File: config.mk
export PLATFORM = sky130hd
export DESIGN_NAME = ks_add_scheduler
export DESIGN_NICKNAME = d
export VERILOG_FILES = /design/src/rtl/ks_add_scheduler.sv
export SDC_FILE = /design/constraint.sdc
export NUM_CORES = 1
export LEC_CHECK = 0
export ABC_AREA = 1
export ABC_CLOCK_PERIOD_IN_PS = 4280
export BUFFER_PORTS_ARGS = -buffer_cell sky130_fd_sc_hd__buf_2
export CAP_MARGIN = 20
export CORE_ASPECT_RATIO = 1.75
export CORE_MARGIN = 2
export CORE_UTILIZATION = 56
export DETAILED_ROUTE_END_ITERATION = 10
export PLACE_DENSITY = 0.8
export SLEW_MARGIN = 20
export SYNTH_ARGS = -nofsm -noshare
export SYNTH_HDL_FRONTEND = slang
export SYNTH_SLANG_ARGS = --single-unit
File: constraint.sdc
create_clock -name clock -period 4.28 [get_ports clock]
set_input_delay 0.428 -clock clock [delete_from_list [all_inputs] [get_ports clock]]
set_output_delay 0.428 -clock clock [all_outputs]
set_load 0.02 [all_outputs]
File: src/rtl/ks_add_scheduler.sv
// Round-robin scheduler sharing one fixed-latency pipelined adder between two requesters.
// Define KS_SCHED_STALL_CNT_EN to build the saturating credit-stall counter on stall_cnt.
module ks_add_scheduler #(
  parameter int WIDTH = 24,
  parameter int LAT   = 6,
  parameter int DEPTH = 8
) (
  input  logic             clock,
  input  logic             resetn,
  input  logic             req0_valid,
  output logic             req0_ready,
  input  logic [WIDTH-1:0] req0_a,
  input  logic [WIDTH-1:0] req0_b,
  input  logic             req0_sign,
  input  logic             req1_valid,
  output logic             req1_ready,
  input  logic [WIDTH-1:0] req1_a,
  input  logic [WIDTH-1:0] req1_b,
  input  logic             req1_sign,
  output logic             add_valid,
  output logic [WIDTH-1:0] add_a,
  output logic [WIDTH-1:0] add_b,
  output logic             add_sign,
  input  logic [WIDTH-1:0] add_sum,
  input  logic             add_cout,
  input  logic             add_sign_o,
  output logic             res_valid,
  input  logic             res_ready,
  output logic [WIDTH-1:0] res_sum,
  output logic             res_cout,
  output logic             res_sign,
  output logic             res_tag,
  output logic             busy,
  output logic [15:0]      stall_cnt
);

  localparam int AW = $clog2(DEPTH);
  localparam int IW = $clog2(LAT + 2);
  localparam int UW = (((AW + 1) > IW) ? (AW + 1) : IW) + 1;
  localparam int EW = WIDTH + 3;

  logic             rr_ptr;
  logic             iss_valid;
  logic             iss_tag;
  logic [LAT-1:0]   trk_valid;
  logic [LAT-1:0]   trk_tag;
  logic [EW-1:0]    mem [DEPTH];
  logic [EW-1:0]    head;
  logic [AW:0]      wr_ptr;
  logic [AW:0]      rd_ptr;
  logic [AW:0]      fifo_count;
  logic [IW-1:0]    inflight;
  logic [UW-1:0]    used;
  logic             credit_ok;
  logic             grant0;
  logic             grant1;
  logic             grant;
  logic             push;
  logic             pop;
  logic             fifo_empty;
  logic             fifo_full;

  // Every accepted op holds one credit from its grant until it is popped from the FIFO.
  always_comb begin
    inflight = IW'(iss_valid);
    for (int i = 0; i < LAT; i++) begin
      inflight = inflight + IW'(trk_valid[i]);
    end
  end

  assign used      = UW'(fifo_count) + UW'(inflight);
  assign credit_ok = resetn && (used < UW'(DEPTH));

  assign grant0     = credit_ok && req0_valid && (!req1_valid || !rr_ptr);
  assign grant1     = credit_ok && req1_valid && (!req0_valid || rr_ptr);
  assign grant      = grant0 || grant1;
  assign req0_ready = grant0;
  assign req1_ready = grant1;

  always_ff @(posedge clock) begin
    if (!resetn) begin
      rr_ptr    <= 1'b0;
      iss_valid <= 1'b0;
      iss_tag   <= 1'b0;
      add_a     <= '0;
      add_b     <= '0;
      add_sign  <= 1'b0;
    end else begin
      iss_valid <= grant;
      if (grant) begin
        add_a    <= grant1 ? req1_a : req0_a;
        add_b    <= grant1 ? req1_b : req0_b;
        add_sign <= grant1 ? req1_sign : req0_sign;
        iss_tag  <= grant1;
        rr_ptr   <= !grant1;
      end
    end
  end

  assign add_valid = iss_valid;

  // The last tracker slot lines up with the cycle the adder presents this op's sum.
  always_ff @(posedge clock) begin
    if (!resetn) begin
      trk_valid <= '0;
      trk_tag   <= '0;
    end else begin
      trk_valid[0] <= iss_valid;
      trk_tag[0]   <= iss_tag;
      for (int i = 1; i < LAT; i++) begin
        trk_valid[i] <= trk_valid[i-1];
        trk_tag[i]   <= trk_tag[i-1];
      end
    end
  end

  assign push       = trk_valid[LAT-1];
  assign fifo_count = wr_ptr - rd_ptr;
  assign fifo_empty = (fifo_count == '0);
  assign fifo_full  = (fifo_count == (AW+1)'(DEPTH));
  assign pop        = res_ready && !fifo_empty;

  always_ff @(posedge clock) begin
    if (push) begin
      mem[wr_ptr[AW-1:0]] <= {add_sum, add_cout, add_sign_o, trk_tag[LAT-1]};
    end
  end

  always_ff @(posedge clock) begin
    if (!resetn) begin
      wr_ptr <= '0;
      rd_ptr <= '0;
    end else begin
      if (push) wr_ptr <= wr_ptr + 1'b1;
      if (pop)  rd_ptr <= rd_ptr + 1'b1;
    end
  end

  assign res_valid = !fifo_empty;
  assign head      = res_valid ? mem[rd_ptr[AW-1:0]] : '0;
  assign res_sum   = head[EW-1:3];
  assign res_cout  = head[2];
  assign res_sign  = head[1];
  assign res_tag   = head[0];
  assign busy      = (inflight != '0) || (fifo_count != '0);

  // The credit rule makes this unreachable; firing means credit accounting is broken.
  assert property (@(posedge clock) disable iff (!resetn) !(push && fifo_full));

`ifdef KS_SCHED_STALL_CNT_EN
  logic [15:0] stall_q;

  always_ff @(posedge clock) begin
    if (!resetn) begin
      stall_q <= '0;
    end else if ((req0_valid || req1_valid) && !credit_ok && (stall_q != 16'hFFFF)) begin
      stall_q <= stall_q + 16'd1;
    end
  end

  assign stall_cnt = stall_q;
`else
  assign stall_cnt = 16'h0000;
`endif

endmodule

# Word-level counts from Yosys, hierarchy flattened
# Memories as Yosys holds them, arrays and structs flattened. A register that Yosys moved wholly into a read port is not among the register bits.
# Cells that the tools add are included.
# totals
word_cells	48
output_inout_bits	97
memories	1
input_bits	129
mem_bits_rw	216
reg_bits	72
# memory_table
memory	words	width	read_ports	rd_ports_with_merged_regs	write_ports	line	source
mem	8	27	1	1	1	47	logic [EW-1:0] mem [DEPTH];
# classes
magnitude_cmp	1
n_reduce_logical	18
addsub	10
n_mux	8
# ops
op	count
2-to-1 mux 24 bit	2
2-to-1 mux 27 bit	1
adder 3 x 1 -> 3 bit	4
adder 4 x 1 -> 4 bit (second input constant)	2
logical AND 1 bit	6
2-to-1 mux 3 bit	2
adder 4 x 3 -> 5 bit	1
logical NOT 1 bit	5
less-than comparator 5 x 4 -> 1 bit (second input constant)	1
logical NOT 4 bit	1
logical OR 1 bit	4
nonzero test 4 bit	1
subtractor 4 bit	1
adder 2 x 1 -> 3 bit	1
2-to-1 mux 1 bit	3
nonzero test 3 bit	1
adder 1 x 1 -> 2 bit	1

# Longest topological paths before layout
# logic_depth
depth_word	12
ltp_mapped	18
mapped_depth_nobuf	17

# Worst setup path after synthesis
# No wires, ideal clock.
# synth_timing
path_kind	register to output
from	register iss_valid, in the netlist add_valid
to	output req1_ready
path_slack_ps	445
stages_incl_launch_ff	14
path_buffers	1
required_time_ps	3852
arrival_time_ps	3407
cell_sequence	dfxtp_1 > fa_1 > inv_1 > fa_1 > fa_1 > fa_1 > inv_1 > ha_1 > nand2_1 > nand2_1 > a21oi_2 > nand3_2 > buf_2 > inv_2
# synth_via
elab_chain_cells	11
# synth_lines
item	line	source
start, declared	43	logic iss_valid;
start signal, assigned	89	iss_valid <= grant;
adder 1 x 1 -> 2 bit	67	inflight = inflight + IW'(trk_valid[i]);
adder 2 x 1 -> 3 bit	67	
adder 3 x 1 -> 3 bit (4 in series)	67	
adder 4 x 3 -> 5 bit	71	assign used = UW'(fifo_count) + UW'(inflight);
less-than comparator 5 x 4 -> 1 bit	72	assign credit_ok = resetn && (used < UW'(DEPTH));
logical AND 1 bit	72	
logical AND 1 bit (2 in series)	75	assign grant1 = credit_ok && req1_valid && (!req0_valid || rr_ptr);
end, declared	16	output logic req1_ready,
# Every way passes these cells.

# Worst setup path in the final report
# layout_timing
from	register iss_valid, in the netlist add_valid
to	output req0_ready
# layout_via
elab_chain_cells	11
# layout_lines
item	line	source
adder 1 x 1 -> 2 bit	67	
adder 2 x 1 -> 3 bit	67	
adder 3 x 1 -> 3 bit (4 in series)	67	
adder 4 x 3 -> 5 bit	71	
less-than comparator 5 x 4 -> 1 bit	72	
logical AND 1 bit	72	
logical AND 1 bit (2 in series)	74	assign grant0 = credit_ok && req0_valid && (!req1_valid || !rr_ptr);
end, declared	11	output logic req0_ready,
# Every way passes these cells.

==> flow_metrics.tcl <==
set metrics [dict create \
    required_ns 3.85 \
    htreeDepth 1 \
    die_w_um 116 \
    fin_area_um2 14600 \
    hold_class "primary input to register" \
    status "completed" \
    fin_tns_setup_ns 0 \
    worstPathCellList "fa_1 > inv_1 > fa_1 > fa_2 > fa_1 > inv_1 > ha_4 > nand2_1 > nand2_2 > a21oi_4 > nand3_4 > clkinv_4 > buf_6" \
    worstSetupStartpointType "register" \
    grt_start_max_net_pins 109 \
    vdd_drop_max_v 0.000357 \
    yosysTopAreaCellShare_pct 52.4 \
    rows 72 \
    grt_pass1_wl_um 42400 \
    crit_type "register to primary output" \
    grtUsageTotal_pct 22.9 \
    io_buffer_count 209 \
    first_pass_iters 5 \
    yosys.cell_types.count 34 \
    ys_ff_latch 291 \
    syn_avg_cell_area_um2 10.2 \
    worstMarginPinSlew_ns 1.06 \
    drc 0 \
    ff2ff_setup_slack_ns 0.22 \
    cp_max_fo 2 \
    critPathSlowestCell "fa_1" \
    p_leak_nw 6.00 \
    vias 9100 \
    final_cells 1728 \
    synthArstFlopShare_pct 0 \
    syn_to_final_growth_pct 18.0 \
    cts_made_buffers 25 \
    post-route-period-util_pct 97.3 \
    slew-limit-headroom_pct 29.1 \
    grt_pass1_vias 8895 \
    gp_congestion 0.822 \
    cp_common_cell "fa_1" \
    syn_area_um2 12400 \
    r2r-start "add_valid$_SDFF_PN0_" \
    ant_nets 0 \
    insertion_delay_ns 0.52 \
    setup_viol 0 \
    synth_edf_count 216 \
    crit_arrival_ns 3.74 \
    hold_start "req1_a[12]" \
    clk_path_buf_depth 3 \
    vias_per_cell 5.27 \
    power_density_nw_per_um2 473 \
    critical_path.max_stage_delay_ns 0.53 \
    end_kind "primary output" \
    fmax_mhz 240 \
    fill_cells 1696 \
    routedWlPerCell_um 15.7 \
    r2r-end "add_a[10]$_SDFFE_PN0P_" \
    cts_root_buf "clkbuf_16" \
    postCtsHoldBufs 0 \
    clk_pin_slew_ns 0.07 \
    hpwl_um 16500 \
    totalWireLength_um 27100 \
    dpl_cell_area_um2 13600 \
    ios 226 \
    holdPathStages 3 \
    worstRegToRegCells 18 \
    fin_nets 1553 \
    yosysWarnings 0 \
    synth_cells 1217 \
    hold_violations 0 \
    dieArea_um2 23400 \
    initial_core_util_pct 56.6 \
    synth_top_area_cell "edfxtp_1" \
    layout_commonest_cell "nand2_1" \
    synth_seq_area_share_pct 64.5 \
    die_y_um 201 \
    grt_overflow 0 \
    slew_viol_final 0 \
    drtIter0Drc 687 \
    finalClockSkew_ns 0.0113 \
    hold_end "add_a[12]$_SDFFE_PN0P_" \
    drive_above_1_share_pct 22.3 \
    cts_tree "built" \
    layout_common_cells "nand2_1, edfxtp_1, buf_2" \
    cts.sinks 291 \
    fin_crit_ns 4.16 \
    cap_violations 0 \
    grt_antenna_before_repair 4 \
    place_inst 1672 \
    core_um2 21900 \
    yosys-top-cells-area "edfxtp_1, dfxtp_1, nand2_1" \
    yosys_most_used_dff "edfxtp_1" \
]
[where the power goes]
part / switching, mW / internal [mW] / total [mW] / leakage [nW]
combinational: 0.948 / 0.508 / 1.46 / 3.05
clock: 0.965 / 1.31 / 2.28 / 0.406
sequential: 0.0874 / 3.09 / 3.18 / 2.54
[worst max-delay path: cells and delay by family (launching register included)]
family,cells,cell delay [ns]
simple gates,3,0.30
compound gates,1,0.19
fa+ha+maj,5,2.07
buf+inv,4,0.30
flops,1,0.33
[cell usage after synthesis, types with 24 or more instances]
cell      count
nand2_1     322
nand3_1      71
a21oi_1      64
a32o_1       27
nor2_1      169
buf_4        24
a32oi_1      27
inv_1        80
edfxtp_1    216
dfxtp_1      75
clkbuf_1     41
o21ai_0      32
[cell families after synthesis]
family                     synth area share, %
AOI/OAI and AO/OA                         8.20
xor gates and xnor gates                 0.212
adders and majority gates                 1.52
buffers and inverters                     6.31
DFF                                       64.5
other                                   0.0303
and+or+nand+nor                           19.2
[state kept, by name, summed over array words and instances, names as in the netlist, named ones only]
register   flops
add_a         24
rr_ptr         1
iss_tag        1
rd_ptr         4
trk_valid      6
mem          216
wr_ptr         4
trk_tag        6
add_b         24
add_valid      1
add_sign       1
[timing repair]
item                                    4_1_cts  5_1_grt
endpoints found under the setup margin        2        5
pin swaps                                     6        9
buffers inserted                              5        3
gates resized for setup                      10        4
[per-stage QoR]
step	hold WS [ns]	setup slack [ns]	utilization, %	power [mW]
2_1_floorplan	0.390	0.445	-	4.22
3_3_place_gp	0.394	0.363	62.3	4.61
3_5_place_dp	0.399	0.331	62.3	4.66
4_1_cts	0.0800	0.00380	66.4	6.93
5_1_grt	0.0885	-0.00157	66.8	7.23
6_report	0.0954	0.115	66.8	6.91
[area by class of cell]
cell class | instances | area (um2) | share of cell area, %
Antenna cell | 3 | 7.51 | 0.0514
Timing Repair Buffer | 240 | 1340 | 9.14
Tap cell | 296 | 370 | 2.53
Multi-Input combinational cell | 767 | 3750 | 25.6
Clock inverter | 18 | 196 | 1.34
Clock buffer | 26 | 629 | 4.31
Inverter | 87 | 334 | 2.29
Sequential cell | 291 | 8000 | 54.7
[metal layers]
layer / wire length (um) / up-vias / share of wire, % / GRT usage (%)
li1: - / 4462 / - / -
met1: 9920 / 4223 / 37 / 26.4
met2: 14600 / 366 / 54 / 42.2
met3: 1940 / 47 / 7.2 / 4.14
met4: 598 / 2 / 2.2 / 7.27
met5: 11 / - / 0.041 / 0
[worst max-delay path by stage]
stage,from,cells after the start,slack [ns],end
4_1_cts,add_valid$_SDFF_PN0_,13,0.004,req0_ready
5_1_grt,add_valid$_SDFF_PN0_,13,-0.002,req0_ready
3_3_place_gp,add_valid$_SDFF_PN0_,13,0.36,req1_ready
2_1_floorplan,add_valid$_SDFF_PN0_,13,0.45,req1_ready
6_report,add_valid$_SDFF_PN0_,13,0.12,req0_ready
3_5_place_dp,add_valid$_SDFF_PN0_,13,0.33,req1_ready
(Power assumes the default switching activity.)
